## config.mk

```make
export PLATFORM = sky130hd
export DESIGN_NAME = one_to_n_demux_flat
export DESIGN_NICKNAME = d
export VERILOG_FILES = /design/src/rtl/one_to_n_demux_pkg.sv /design/src/rtl/one_to_n_demux_if.sv /design/src/rtl/one_to_n_demux_lane_reg.sv /design/src/rtl/one_to_n_demux.sv /design/src/flat_wrapper.sv
export SDC_FILE = /design/constraint.sdc
export NUM_CORES = 1
export LEC_CHECK = 0
export ABC_AREA = 1
export CAP_MARGIN = 15
export CORE_MARGIN = 2
export CORE_UTILIZATION = 25
export CTS_BUF_LIST = sky130_fd_sc_hd__clkbuf_4 sky130_fd_sc_hd__clkbuf_8
export DETAILED_ROUTE_END_ITERATION = 7
export DONT_BUFFER_PORTS = 1
export GPL_TIMING_DRIVEN = 0
export PLACE_DENSITY = 0.46
export SLEW_MARGIN = 30
export SYNTH_ARGS = -nofsm -noshare
export SYNTH_HDL_FRONTEND = slang
export SYNTH_HIERARCHICAL = 1
export SYNTH_SLANG_ARGS = --single-unit
export TNS_END_PERCENT = 1
```

## constraint.sdc

```tcl
create_clock -name clk -period 1.5 [get_ports clk]
set_input_delay 0.225 -clock clk [delete_from_list [all_inputs] [get_ports clk]]
set_output_delay 0.225 -clock clk [all_outputs]
set_load 0.01 [all_outputs]
```

## src/rtl/one_to_n_demux_pkg.sv

```systemverilog
// Shared lane/select definitions and lock-state encoding for the 1-to-3 stream demux.
package one_to_n_pkg;

  localparam int NUM_LANES = 3;
  localparam int SEL_W     = 2;

  typedef logic [SEL_W-1:0] sel_t;

  localparam sel_t SEL_NULL = 2'd3;

  typedef enum logic {
    ST_UNLOCKED = 1'b0,
    ST_LOCKED   = 1'b1
  } lock_state_t;

  function automatic logic is_null_sel(sel_t s);
    return s == SEL_NULL;
  endfunction

endpackage

```

## src/rtl/one_to_n_demux_if.sv

```systemverilog
// Producer-side input stream plus three per-lane output streams; master = producer/consumers, slave = demux.
interface one_to_n_demux_if
  import one_to_n_pkg::*;
#(
  parameter int WIDTH = 8
);

  logic             in_val;
  logic [WIDTH-1:0] in_data;
  sel_t             in_sel;
  logic             in_last;
  logic             in_rdy;

  logic             out0_val;
  logic [WIDTH-1:0] out0_data;
  logic             out0_last;
  logic             out0_rdy;

  logic             out1_val;
  logic [WIDTH-1:0] out1_data;
  logic             out1_last;
  logic             out1_rdy;

  logic             out2_val;
  logic [WIDTH-1:0] out2_data;
  logic             out2_last;
  logic             out2_rdy;

  modport master (
    output in_val, in_data, in_sel, in_last,
    input  in_rdy,
    input  out0_val, out0_data, out0_last,
    output out0_rdy,
    input  out1_val, out1_data, out1_last,
    output out1_rdy,
    input  out2_val, out2_data, out2_last,
    output out2_rdy
  );

  modport slave (
    input  in_val, in_data, in_sel, in_last,
    output in_rdy,
    output out0_val, out0_data, out0_last,
    input  out0_rdy,
    output out1_val, out1_data, out1_last,
    input  out1_rdy,
    output out2_val, out2_data, out2_last,
    input  out2_rdy
  );

endinterface

```

## src/rtl/one_to_n_demux_lane_reg.sv

```systemverilog
// One-entry val/data/last output register, latency 1; loads while draining for full rate,
// holds contents stable while val & !rdy.
module demux_lane_reg #(
  parameter int WIDTH = 8
) (
  input  logic             clk,
  input  logic             rst,
  input  logic             load_i,
  input  logic [WIDTH-1:0] data_i,
  input  logic             last_i,
  input  logic             rdy_i,
  output logic             val_o,
  output logic [WIDTH-1:0] data_o,
  output logic             last_o
);

  logic             val_q,  val_d;
  logic [WIDTH-1:0] data_q, data_d;
  logic             last_q, last_d;

  always_comb begin
    val_d  = val_q;
    data_d = data_q;
    last_d = last_q;
    if (load_i) begin
      val_d  = 1'b1;
      data_d = data_i;
      last_d = last_i;
    end else if (val_q && rdy_i) begin
      val_d  = 1'b0;
    end
  end

  always_ff @(posedge clk or posedge rst) begin
    if (rst) begin
      val_q  <= 1'b0;
      data_q <= '0;
      last_q <= 1'b0;
    end else begin
      val_q  <= val_d;
      data_q <= data_d;
      last_q <= last_d;
    end
  end

  assign val_o  = val_q;
  assign data_o = data_q;
  assign last_o = last_q;

endmodule

```

## src/rtl/one_to_n_demux.sv

```systemverilog
// Registered 1-to-3 stream demux with per-packet route lock; latency 1, in_rdy follows only the selected lane.
// ONE_TO_N_DEMUX_STATS_EN adds 16-bit per-lane and drop beat counters.
module one_to_n_demux
  import one_to_n_pkg::*;
#(
  parameter int WIDTH = 8
) (
  input  logic               clk,
  input  logic               rst,
  one_to_n_demux_if.slave    bus
`ifdef ONE_TO_N_DEMUX_STATS_EN
  ,
  output logic [15:0]        stat0,
  output logic [15:0]        stat1,
  output logic [15:0]        stat2,
  output logic [15:0]        stat_drop
`endif
);

  lock_state_t state_q, state_d;
  sel_t        lock_sel_q, lock_sel_d;
  sel_t        esel;
  logic        lane_free;
  logic        accept;

  logic [NUM_LANES-1:0] lane_val;
  logic [NUM_LANES-1:0] lane_rdy;
  logic [NUM_LANES-1:0] lane_load;
  logic [NUM_LANES-1:0] lane_last;
  logic [WIDTH-1:0]     lane_data [NUM_LANES];

  assign lane_rdy = {bus.out2_rdy, bus.out1_rdy, bus.out0_rdy};

  // The null select has no lane register, so it is always free.
  always_comb begin
    esel      = (state_q == ST_LOCKED) ? lock_sel_q : bus.in_sel;
    lane_free = 1'b1;
    for (int i = 0; i < NUM_LANES; i++) begin
      if (esel == sel_t'(i)) begin
        lane_free = !lane_val[i] || lane_rdy[i];
      end
    end
  end

  assign bus.in_rdy = !rst && lane_free;
  assign accept     = bus.in_val && bus.in_rdy;

  always_comb begin
    state_d    = state_q;
    lock_sel_d = lock_sel_q;
    unique case (state_q)
      ST_UNLOCKED: begin
        if (accept && !bus.in_last) begin
          state_d    = ST_LOCKED;
          lock_sel_d = bus.in_sel;
        end
      end
      ST_LOCKED: begin
        if (accept && bus.in_last) begin
          state_d = ST_UNLOCKED;
        end
      end
      default: state_d = ST_UNLOCKED;
    endcase
  end

  always_ff @(posedge clk or posedge rst) begin
    if (rst) begin
      state_q    <= ST_UNLOCKED;
      lock_sel_q <= '0;
    end else begin
      state_q    <= state_d;
      lock_sel_q <= lock_sel_d;
    end
  end

  for (genvar g = 0; g < NUM_LANES; g++) begin : g_lane
    assign lane_load[g] = accept && (esel == sel_t'(g));

    demux_lane_reg #(
      .WIDTH (WIDTH)
    ) u_lane (
      .clk    (clk),
      .rst    (rst),
      .load_i (lane_load[g]),
      .data_i (bus.in_data),
      .last_i (bus.in_last),
      .rdy_i  (lane_rdy[g]),
      .val_o  (lane_val[g]),
      .data_o (lane_data[g]),
      .last_o (lane_last[g])
    );
  end

  assign bus.out0_val  = lane_val[0];
  assign bus.out0_data = lane_data[0];
  assign bus.out0_last = lane_last[0];
  assign bus.out1_val  = lane_val[1];
  assign bus.out1_data = lane_data[1];
  assign bus.out1_last = lane_last[1];
  assign bus.out2_val  = lane_val[2];
  assign bus.out2_data = lane_data[2];
  assign bus.out2_last = lane_last[2];

`ifdef ONE_TO_N_DEMUX_STATS_EN
  logic [15:0] stat_q [NUM_LANES];
  logic [15:0] stat_drop_q;
  logic        drop;

  assign drop = accept && is_null_sel(esel);

  // Counters wrap naturally at 16 bits.
  always_ff @(posedge clk or posedge rst) begin
    if (rst) begin
      for (int i = 0; i < NUM_LANES; i++) begin
        stat_q[i] <= '0;
      end
      stat_drop_q <= '0;
    end else begin
      for (int i = 0; i < NUM_LANES; i++) begin
        if (lane_load[i]) begin
          stat_q[i] <= stat_q[i] + 16'd1;
        end
      end
      if (drop) begin
        stat_drop_q <= stat_drop_q + 16'd1;
      end
    end
  end

  assign stat0     = stat_q[0];
  assign stat1     = stat_q[1];
  assign stat2     = stat_q[2];
  assign stat_drop = stat_drop_q;
`endif

endmodule
```

## src/flat_wrapper.sv

```systemverilog
// flat-port wrapper written by rule: the top's interface ports become plain ports
module one_to_n_demux_flat import one_to_n_pkg::*;
#(
  parameter int WIDTH = 8
)
  (clk, rst, bus_in_val, bus_in_data, bus_in_sel, bus_in_last, bus_in_rdy, bus_out0_val, bus_out0_data, bus_out0_last, bus_out0_rdy, bus_out1_val, bus_out1_data, bus_out1_last, bus_out1_rdy, bus_out2_val, bus_out2_data, bus_out2_last, bus_out2_rdy);
  one_to_n_demux_if #(.WIDTH(WIDTH)) bus_i ();
  input  logic clk;
  input  logic rst;
  input wire logic [$bits(bus_i.in_val)-1:0] bus_in_val;
  input wire logic [$bits(bus_i.in_data)-1:0] bus_in_data;
  input wire logic [$bits(bus_i.in_sel)-1:0] bus_in_sel;
  input wire logic [$bits(bus_i.in_last)-1:0] bus_in_last;
  output wire logic [$bits(bus_i.in_rdy)-1:0] bus_in_rdy;
  output wire logic [$bits(bus_i.out0_val)-1:0] bus_out0_val;
  output wire logic [$bits(bus_i.out0_data)-1:0] bus_out0_data;
  output wire logic [$bits(bus_i.out0_last)-1:0] bus_out0_last;
  input wire logic [$bits(bus_i.out0_rdy)-1:0] bus_out0_rdy;
  output wire logic [$bits(bus_i.out1_val)-1:0] bus_out1_val;
  output wire logic [$bits(bus_i.out1_data)-1:0] bus_out1_data;
  output wire logic [$bits(bus_i.out1_last)-1:0] bus_out1_last;
  input wire logic [$bits(bus_i.out1_rdy)-1:0] bus_out1_rdy;
  output wire logic [$bits(bus_i.out2_val)-1:0] bus_out2_val;
  output wire logic [$bits(bus_i.out2_data)-1:0] bus_out2_data;
  output wire logic [$bits(bus_i.out2_last)-1:0] bus_out2_last;
  input wire logic [$bits(bus_i.out2_rdy)-1:0] bus_out2_rdy;
  assign bus_i.in_val = bus_in_val;
  assign bus_i.in_data = bus_in_data;
  assign bus_i.in_sel = bus_in_sel;
  assign bus_i.in_last = bus_in_last;
  assign bus_in_rdy = bus_i.in_rdy;
  assign bus_out0_val = bus_i.out0_val;
  assign bus_out0_data = bus_i.out0_data;
  assign bus_out0_last = bus_i.out0_last;
  assign bus_i.out0_rdy = bus_out0_rdy;
  assign bus_out1_val = bus_i.out1_val;
  assign bus_out1_data = bus_i.out1_data;
  assign bus_out1_last = bus_i.out1_last;
  assign bus_i.out1_rdy = bus_out1_rdy;
  assign bus_out2_val = bus_i.out2_val;
  assign bus_out2_data = bus_i.out2_data;
  assign bus_out2_last = bus_i.out2_last;
  assign bus_i.out2_rdy = bus_out2_rdy;
  one_to_n_demux #(.WIDTH(WIDTH)) u_core (.clk(clk), .rst(rst), .bus(bus_i));
endmodule
```

## Word-level counts from Yosys, hierarchy flattened

Cells that the tools add are included.

| storage, ports and cells | value |
|---|---|
| output and inout port bits | 31 |
| input port bits | 17 |
| logic and storage cells | 50 |
| register bits after elaboration | 33 |

| cells by class | value |
|---|---|
| reductions and logical operators | 23 |
| equality and inequality tests | 2 |
| bitwise operators | 1 |
| muxes and demuxes | 13 |

Operator list:

| kind | number |
|---|---|
| $mux W1 | 11 |
| $logic_and A1 B1 Y1 | 10 |
| $reduce_bool A2 Y1 | 3 |
| $logic_not A1 Y1 | 5 |
| $logic_or A1 B1 Y1 | 3 |
| $eq A2 B1 Y1 const B | 1 |
| $eq A2 B2 Y1 const B | 1 |
| $logic_not A2 Y1 | 1 |
| $mux W2 | 1 |
| $pmux W1 S2 | 1 |
| $reduce_and A2 Y1 | 1 |
| $not A1 Y1 | 1 |

## Depth between registers and ports, before layout

Gate-level depths: netlist of run 1.

| depth | value |
|---|---|
| word-level depth | 10 |
| depth in mapped cells | 13 |
| depth with buffers taken out | 12 |

## Modules after synthesis

Netlist of run 1, hierarchy kept.

Modules (own cells, without submodules):

| module | cells each | seq. area each (µm²) | area each (µm²) | instances |
|---|---|---|---|---|
| demux_lane_reg | 43 | 250.2 | 381.6 | 3 |
| one_to_n_demux | 44 | 75.1 | 266.5 | 1 |

## Worst setup path before layout of run 1

No wires, ideal clock.

| timing path | value |
|---|---|
| path kind | register to register |
| from | register (tool-made name) |
| to | register u_core.g_lane[0].u_lane.data_q[0] |
| buffers on the path | 1 |
| clock period less this slack | 1655 ps |
| arrival time | 1539 ps |
| path slack | -155 ps |
| cell stages (with the launch flop) | 14 |
| library setup time | 117 ps |
| data required time | 1383 ps |
| path through | dfrtp_1 > inv_2 > nand2_2 > nand2_2 > inv_1 > nand3_1 > nand2_1 > nor3_4 > inv_2 > nor3_1 > buf_6 > inv_2 > nand2_1 > nand2_1 |

RTL lines:

| element | RTL line | source |
|---|---|---|
| end signal, assigned | one_to_n_demux_lane_reg.sv:41 | `data_q <= data_d;` |
| end, declared | one_to_n_demux_lane_reg.sv:18 | `logic [WIDTH-1:0] data_q, data_d;` |

==> results.md, run 1 <==
- The start point of the worst min-delay path is bus_in_data[7].
- The I/O pin total is 48.
- At the end of routability-driven placement, the weighted congestion stood at 0.673.
- The clock drives 33 sinks.
- The sequential cell area fraction in the yosys report is 58.5%.
- The final instance area is about 1900 µm².
- The most common cell after layout, fill and taps aside is sky130_fd_sc_hd__nand2_1.
- The share of cells above drive strength 1 is a little under a quarter.
- Measured on the finished design, the core utilization comes to between 30 and 40%.
- The number of remaining DRC errors is 0.
- Each instance of the synthesized netlist takes up on average just over 8 µm².
- In the synthesized netlist, the number of instances is between 150 and 200.
- The power per cell area is about 1700 nW/µm².
- Cell internal power was estimated by the tool at between 2 and 2.5 mW.
- The maximum clock path buffer count is 2.
- The global routing usage summed across all routing layers is between 10% and 20%.
- Counting the buffers created by CTS gives 5.
- The delay of the slowest cell on the worst path is 0.43 ns.
- The largest vdd supply drop is around 0.00068 V.
- The routed design could run at a clock period as short as 1.66 ns.
- Timing would allow up to roughly 600 MHz.
- The area added between synthesis and finish is 32.5%.
- The post-route worst setup slack is -0.156 ns.
- The cell area after placement is around 1500 µm².
- Summing over every cut layer, the via total after detailed routing is about 1200.
- In this run, synthesis produced a sequential element count of 33.
- Clock skew on the completed layout was measured at 0.00851 ns.
- The clock-pin slew of the registers on the worst-case setup and hold paths is around 0.070 ns.
- The number of slew-limit violations in the final report came to 0.
- Data on the critical path is required at its endpoint by 1.67 ns.
- TritonCTS built the clock tree.
- The via count of the first global-routing pass is 1171.
- The initial antenna violation count is 0.
- The smallest hold slack is approximately 0.046 ns.
- The placement row count is 27.
- The die is just under 80 µm tall.
- Setup slack on the worst reg-to-reg path comes out at -0.16 ns.
- The switching portion of total power is roughly a third.
- The final critical path takes up 110% of the cycle.
- In the post-synthesis netlist, the biggest area contributors are sky130_fd_sc_hd__dfrtp_1, sky130_fd_sc_hd__nand2_1, sky130_fd_sc_hd__inv_1.
- The kind of path behind the tightest hold check is input pin to flop.
- Along the worst path, the maximum fanout reaches 9.
- After detailed routing, the number of vias per cell comes to between 4 and 5.
- The number of antenna diodes in the final layout is 0.
- The initial standard-cell utilization of the core is between 20% and 30%.
- The later pin in the worst-skew pair is clocked with a latency of ~0.28 ns.
- The number of max-cap violations is 0.
- Summed over all nets, the half-perimeter wirelength after detailed placement is about 2600 µm.
- At the pin with the least slew margin, the transition time is roughly 0.42 ns.
- The die footprint is 6260 µm².
- Dividing the detail-routed wire length by the instance count gives about 14 µm.
- The total congestion overflow is 0.
- The total of buffers placed on input and output ports is 0.
- The die is approximately 80 µm wide.
- The violation count after the first detailed-routing iteration is 56.
- Traced cell by cell, the critical path runs through buf_4 -> o21ai_4 -> nand3_2 -> nand2_2 -> nor3_4 -> inv_2 -> nor3_4 -> buf_6 -> buf_12 -> nand2_1 -> nand2_1.
- The portion of total power attributed to sequential cells is a little over half.
- Combinational logic burns about 19% of the power.
- The largest net degree at the start of global routing is 12.
- Before CTS, the worst setup slack after placement is -0.414 ns.
- The first-pass GRT wire length is ~5900 µm.
- Before antenna repair, the detailed router went through 4 iterations.
- The worst register-to-register path ends at u_core/g_lane[2].u_lane/data_o[7].
- The number of nets in the synthesized netlist is 190.
- The final reports fail on setup timing.
- The worst setup path is of the flop to flop kind.
- The share of Yosys cell area claimed by the top area cell type is 58.5%.
- The critical path capture point is u_core/g_lane[2].u_lane/data_o[7].
- The type of element launching the critical path is a flop.
- The worst reg-to-reg path cell count is 11.
- In this run the static leakage power is 0.987 nW.
- The family of cells with the greatest summed delay on the critical path is buffers and inverters.
- The final setup violation count is 33.
- The fill cell total of the finished layout is 601.
- The cell type with the highest aggregate area in the netlist is sky130_fd_sc_hd__dfrtp_1.
- The total wire length after detailed routing is between 3000 and 4000 µm.
- The number of nets with antenna violations after routing is 0.
- The floorplan step defined a core boundary enclosing between 5000 and 6000 µm².
- Summing every instance area after synthesis gives ~1400 µm².
- The final layout contains roughly 210 nets.
- The number of hold violations in the final report was 0.
- The run finished, with violations left.
- The CTS H-tree depth is 2.
- The worst setup path is captured at a flop.
- The library cells used most frequently in the layout, excluding fill and tap cells, are sky130_fd_sc_hd__nand2_1, sky130_fd_sc_hd__dfrtp_1, sky130_fd_sc_hd__inv_1.
- Yosys printed 6 warnings.
- Counting buffers and inverters, the worst setup path is 11 cells deep.
- The number of buffers and inverters on the critical path is 4.
- Setup repair after global routing could not meet its margin everywhere.
- The share of total power in the clock network is 27.7%.
- Among all stages on the critical path, the largest delay is contributed by sky130_fd_sc_hd__dfrtp_2.
- Headroom to the max-slew limit came out at a little under three quarters.
- The number of distinct library cells after synthesis is 12.
- The analysis attributes to net switching a power of 1.09 mW.
- The arrival time of data at the critical path endpoint is roughly 1.8 ns.
- The root buffer cell is sky130_fd_sc_hd__clkbuf_8.
==> final cells by class <==
| class | count | area (µm²) | area share, % |
|---|---|---|---|
| plain buffers | 3 | 33.8 | 1.81 |
| repair buffers | 15 | 166 | 8.90 |
| inverters | 20 | 87.6 | 4.68 |
| well taps | 72 | 90.1 | 4.82 |
| multi-input cells | 117 | 546 | 29.2 |
| clock buffers | 6 | 82.6 | 4.41 |
| clock inverters | 2 | 37.5 | 2.01 |
| flip-flops and latches | 33 | 827 | 44.2 |
==> power by group through the flow <==
stage	clock network [mW]	logic (mW)	registers, mW
finish	0.868	0.608	1.66
global placement	0	0.438	1.69
global route	0.947	0.688	1.70
floorplan	0	0.377	1.59
detailed placement	0	0.450	1.69
CTS	0.897	0.568	1.68
==> cells by family (layout without fill, tap and decap cells) <==
group	count (synthesis)	in the layout	share of synthesized area, %
and+or+nand+nor	115	115	33.1
buffers and inverters	23	46	7.71
AOI/OAI and AO/OA	2	2	0.709
DFF	33	33	58.5
==> flip-flops by register name, summed over array words and instances (netlist names), named ones only <==
| name | count |
|---|---|
| u_core/g_lane.u_lane/data_o | 24 |
| u_core/lock_sel_q | 2 |
| u_core/g_lane.u_lane/last_o | 3 |
| u_core/g_lane.u_lane/val_o | 3 |
==> metrics by stage <==
| step | TNS (ns) | cells | total power, mW |
|---|---|---|---|
| 2_1_floorplan | -4.40 | 173 | 1.97 |
| 5_1_grt | -6.92 | 268 | 3.34 |
| 4_1_cts | -5.54 | 266 | 3.14 |
| 3_3_place_gp | -11.75 | 245 | 2.13 |
| 3_5_place_dp | -11.76 | 245 | 2.14 |
| 6_report | -4.24 | 268 | 3.13 |
==> synth_stat cells <==
| cell | n |
|---|---|
| sky130_fd_sc_hd__buf_6 | 3 |
| sky130_fd_sc_hd__dfrtp_1 | 33 |
| sky130_fd_sc_hd__inv_1 | 15 |
| sky130_fd_sc_hd__inv_2 | 5 |
| sky130_fd_sc_hd__nand2_1 | 98 |
| sky130_fd_sc_hd__nand2_2 | 3 |
| sky130_fd_sc_hd__nand3_1 | 3 |
| sky130_fd_sc_hd__nand4_1 | 3 |
| sky130_fd_sc_hd__nor2_1 | 4 |
| sky130_fd_sc_hd__nor3_1 | 3 |
| sky130_fd_sc_hd__nor3_4 | 1 |
| sky130_fd_sc_hd__o21ai_0 | 2 |
==> metal layers <==
layer | up-vias | track usage [%] | routed length [µm]
met1 | 550 | 14.3 | 1480
met4 | 0 | 4.14 | 44
met5 | - | 0 | 0
li1 | 562 | - | -
met3 | 5 | 6.59 | 394
met2 | 41 | 20.3 | 1880
==> worst min-delay path by stage <==
stage                                        endpoint  depth (start not counted)  slack, ns
floorplan                  asynchronous set/reset pin                          1     -0.006
global placement           asynchronous set/reset pin                          1      0.009
detailed placement         asynchronous set/reset pin                          1      0.009
CTS                 u_core/g_lane[1].u_lane/data_o[7]                          2       0.04
global route        u_core/g_lane[1].u_lane/data_o[7]                          2       0.03
finish              u_core/g_lane[1].u_lane/data_o[7]                          2       0.05
==> repair_timing <==
action                                  in CTS  in global routing
endpoints found under the setup margin      33                 34
gates cloned                                 1                  0
gates resized for setup                     20                  6
setup buffers                               10                  2
pin swaps                                   10                  3
hold buffers                                 2                  0
hold endpoints to repair                    33                  0
No activity file was read; power rests on OpenSTA's default activity.
==> inputs of run 2 (changes only) <==
- CORE_UTILIZATION: 25 -> 58
- PLACE_DENSITY: 0.46 -> 0.82
==> results.md, run 2 (synthesis gave the netlist of run 1 again) <==
- The flow ran to the end, but the final reports show violations.
- The checks that failed: setup timing.
- The setup skew after layout is approximately 0.011 ns.
- The initial antenna violation count is 0.
- The achievable clock frequency is 563 MHz.
- The cell area after placement is 1450 µm².
- The largest vdd supply drop is about 0.0014 V.
- In this run the number of H-tree levels came out at 2.
- The most heavily used metal layer in global routing is met2.
- The worst setup path is launched from a flop.
- The violation count after the first detailed-routing iteration is 33.
- Clock tree synthesis found a total of 33 sinks.
- The die footprint is around 2800 µm².
- The total of buffers placed on input and output ports is 0.
- The die width is 53.3 µm.
- The number of remaining DRC errors is 0.
- The detailed-route wire length per cell is roughly 16 µm.
- The number of hold violations in the final report was 0.
- The area growth from synthesis to layout is 30.9%.
- The remaining max-slew budget at the tightest pin is 73.7%.
- The leakage power is between 0.9 and 1 nW.
- Global routing consumed, on the met2 layer, about half of the routing resources.
- The floorplan has 17 rows.
- The y dimension of the die is 53.3 µm.
- The register with the most flip-flops in the layout has 24 of them.
- 0 antenna diodes ended up in the layout.
- After layout, the worst path uses 118% of the clock period.
- The first-pass GRT wire length is roughly 5500 µm.
- The pre-antenna-repair detailed-routing pass consisted of 4 iterations.
- The kind of cell with the highest combined delay along the critical path is simple AND/OR/NAND/NOR gates.
- The post-layout net count is 219.
- The core region is 2250 µm².
- The total wire length after detailed routing is roughly 3600 µm.
- Summed over all layers, the global routing overflow is 0.
- Clock-pin slew was measured on the worst setup and hold paths at about 0.10 ns.
- The detail route stage leaves a number of antenna-violating nets equal to 0.
- The shortest period the worst path allows is between 1.5 and 2 ns.
- The most common cell after layout, fill and taps aside is sky130_fd_sc_hd__nand2_1.
- The data required time of the worst path is 1.77 ns.
- The via count of the first global-routing pass is 1210.
- The number of slew-limit violations in the final report came to 0.
- Of all nets on the critical path, the largest fanout is 5.
- For met1 alone, demand over resource in global routing was a little under a third.
- The slowest stage of the critical path belongs to the cell sky130_fd_sc_hd__dfrtp_2.
- Max-cap violations in this run came to 0.
- The tree is rooted in a sky130_fd_sc_hd__clkbuf_4.
- Global routing used between 20% and 30% of the available tracks.
- The slack of the worst reg-to-reg path is -0.27 ns.
- Dividing total power by cell area gives a power density of between 1500 and 2000 nW/µm².
- The critical path is of the flop to flop type.
- The nature of the critical path endpoint is a flop.
- Across all setup checks in the final design, the least slack found is -0.275 ns.
- For the pin with the worst max-slew slack, the measured transition is about 0.39 ns.
- The TritonCTS clock tree is done.
- In this design, the stage delay of the slowest critical-path cell is ~0.42 ns.
- The I/O pin total is 48.
- The top cell types in the final layout, fill and taps aside, are sky130_fd_sc_hd__nand2_1, sky130_fd_sc_hd__dfrtp_1, sky130_fd_sc_hd__inv_1.
- The worst-skew pair later-pin latency is about 0.33 ns.
- The final instance area is about 1800 µm².
- The routability congestion estimate is 0.690.
- The vias per cell is 5.13.
- Buffers inserted during clock tree synthesis total 5.
- Together, buffers and inverters on the worst path number 4.
- The kind of path behind the tightest hold check is input pin to flop.
- The routed layout has roughly 1200 vias.
- For this configuration, the core starts out at a cell density of between 60% and 70%.
- The cell type with the highest occurrence count on the critical path is sky130_fd_sc_hd__nand2_1.
- The largest net degree at the start of global routing is 11.
- The total design power is ~3.0 mW.
- Setup repair after global routing could not meet its margin everywhere.
- The HPWL after detailed placement is about 2400 µm.
- In the final layout, the share of cells above drive strength 1 is ~23%.
- Walking the worst path, the cells encountered are inv_2 -> nand2_1 -> nand2_2 -> nand3_1 -> nand2_2 -> nor3_4 -> inv_2 -> nor3_2 -> buf_6 -> buf_6 -> nand2_1 -> nand2_1.
- The final setup violation count is 34.
- The arrival time of data at the critical path endpoint is slightly above 2 ns.
- In the global route stage, met3 resource usage came out at 10.5%.
- The maximum clock path buffer count is 2.
## run 2: cell types whose count changed in the layout (fill, tap and decap cells not counted), sizes merged
| cell | previous run | this run |
|---|---|---|
| buf | 16 | 14 |
| clkbuf | 6 | 7 |
| clkinvlp | 1 | 0 |
| dlygate4sd3 | 2 | 11 |
## run 2: where the power goes
part / switching (mW) / internal [mW]
Clock: 0.285 / 0.416
Sequential: 0.419 / 1.24
Combinational: 0.379 / 0.266
## run 2: routing by layer
layer	routed length (µm)	share of wire (%)	vias to the layer above
met5	0	0	-
li1	-	-	578
met2	1930	53	57
met4	61	1.7	0
met3	303	8.3	6
met1	1350	37	545
## run 2: worst reg2reg max path: stages (launching register included)
cell                      delay (ns)
sky130_fd_sc_hd__dfrtp_2        0.42
sky130_fd_sc_hd__inv_2          0.07
sky130_fd_sc_hd__nand2_1        0.08
sky130_fd_sc_hd__nand2_2        0.10
sky130_fd_sc_hd__nand3_1        0.10
sky130_fd_sc_hd__nand2_2        0.09
sky130_fd_sc_hd__nor3_4         0.23
sky130_fd_sc_hd__inv_2          0.10
sky130_fd_sc_hd__nor3_2         0.14
sky130_fd_sc_hd__buf_6          0.15
sky130_fd_sc_hd__buf_6          0.11
sky130_fd_sc_hd__nand2_1        0.06
sky130_fd_sc_hd__nand2_1        0.07
## run 2: repair_timing
action / CTS / global route
endpoints found under the setup margin: 33 / 34
pin swaps: 11 / 3
hold buffers: 9 / 2
gates resized for setup: 22 / 8
hold endpoints to repair: 45 / 3
buffers inserted: 10 / 1
## run 2: final cells by class
class                      instances  area (µm²)
sequential                        33         827
fill                             144         408
clock inverter                     1        30.0
multi-input combinational        117         554
tap                               28        35.0
inverter                          20        87.6
buffer                             3        33.8
timing repair buffer              22         220
clock buffer                       7        58.8
## run 2: stage by stage
| stage | hold WS (ns) | util (%) | setup slack [ns] | TNS, ns | instances |
|---|---|---|---|---|---|
| detailed placement | 0.00612 | 64.2 | -0.478 | -12.88 | 201 |
| CTS | 0.000402 | 79.0 | -0.305 | -7.49 | 228 |
| global placement | 0.00482 | 64.2 | -0.310 | -8.91 | 201 |
| finish | 0.00981 | 81.9 | -0.275 | -7.15 | 231 |
| floorplan | -0.00553 | - | -0.155 | -4.40 | 173 |
| global route | 0.00108 | 81.9 | -0.375 | -10.86 | 231 |
## run 2: final timing paths
path / start / depth (start not counted) / endpoint
min reg2reg: u_core/lock_sel_q[1] / 2 / u_core/lock_sel_q[1]
max in group asynchronous: rst / 2 / u_core/g_lane[0].u_lane/data_o[0]
min in group asynchronous: rst / 2 / u_core/lock_sel_q[1]
max reg2reg: flop / 12 / u_core/g_lane[1].u_lane/data_o[5]
min: bus_in_last / 2 / u_core/g_lane[1].u_lane/last_o
max: flop / 12 / u_core/g_lane[1].u_lane/data_o[5]
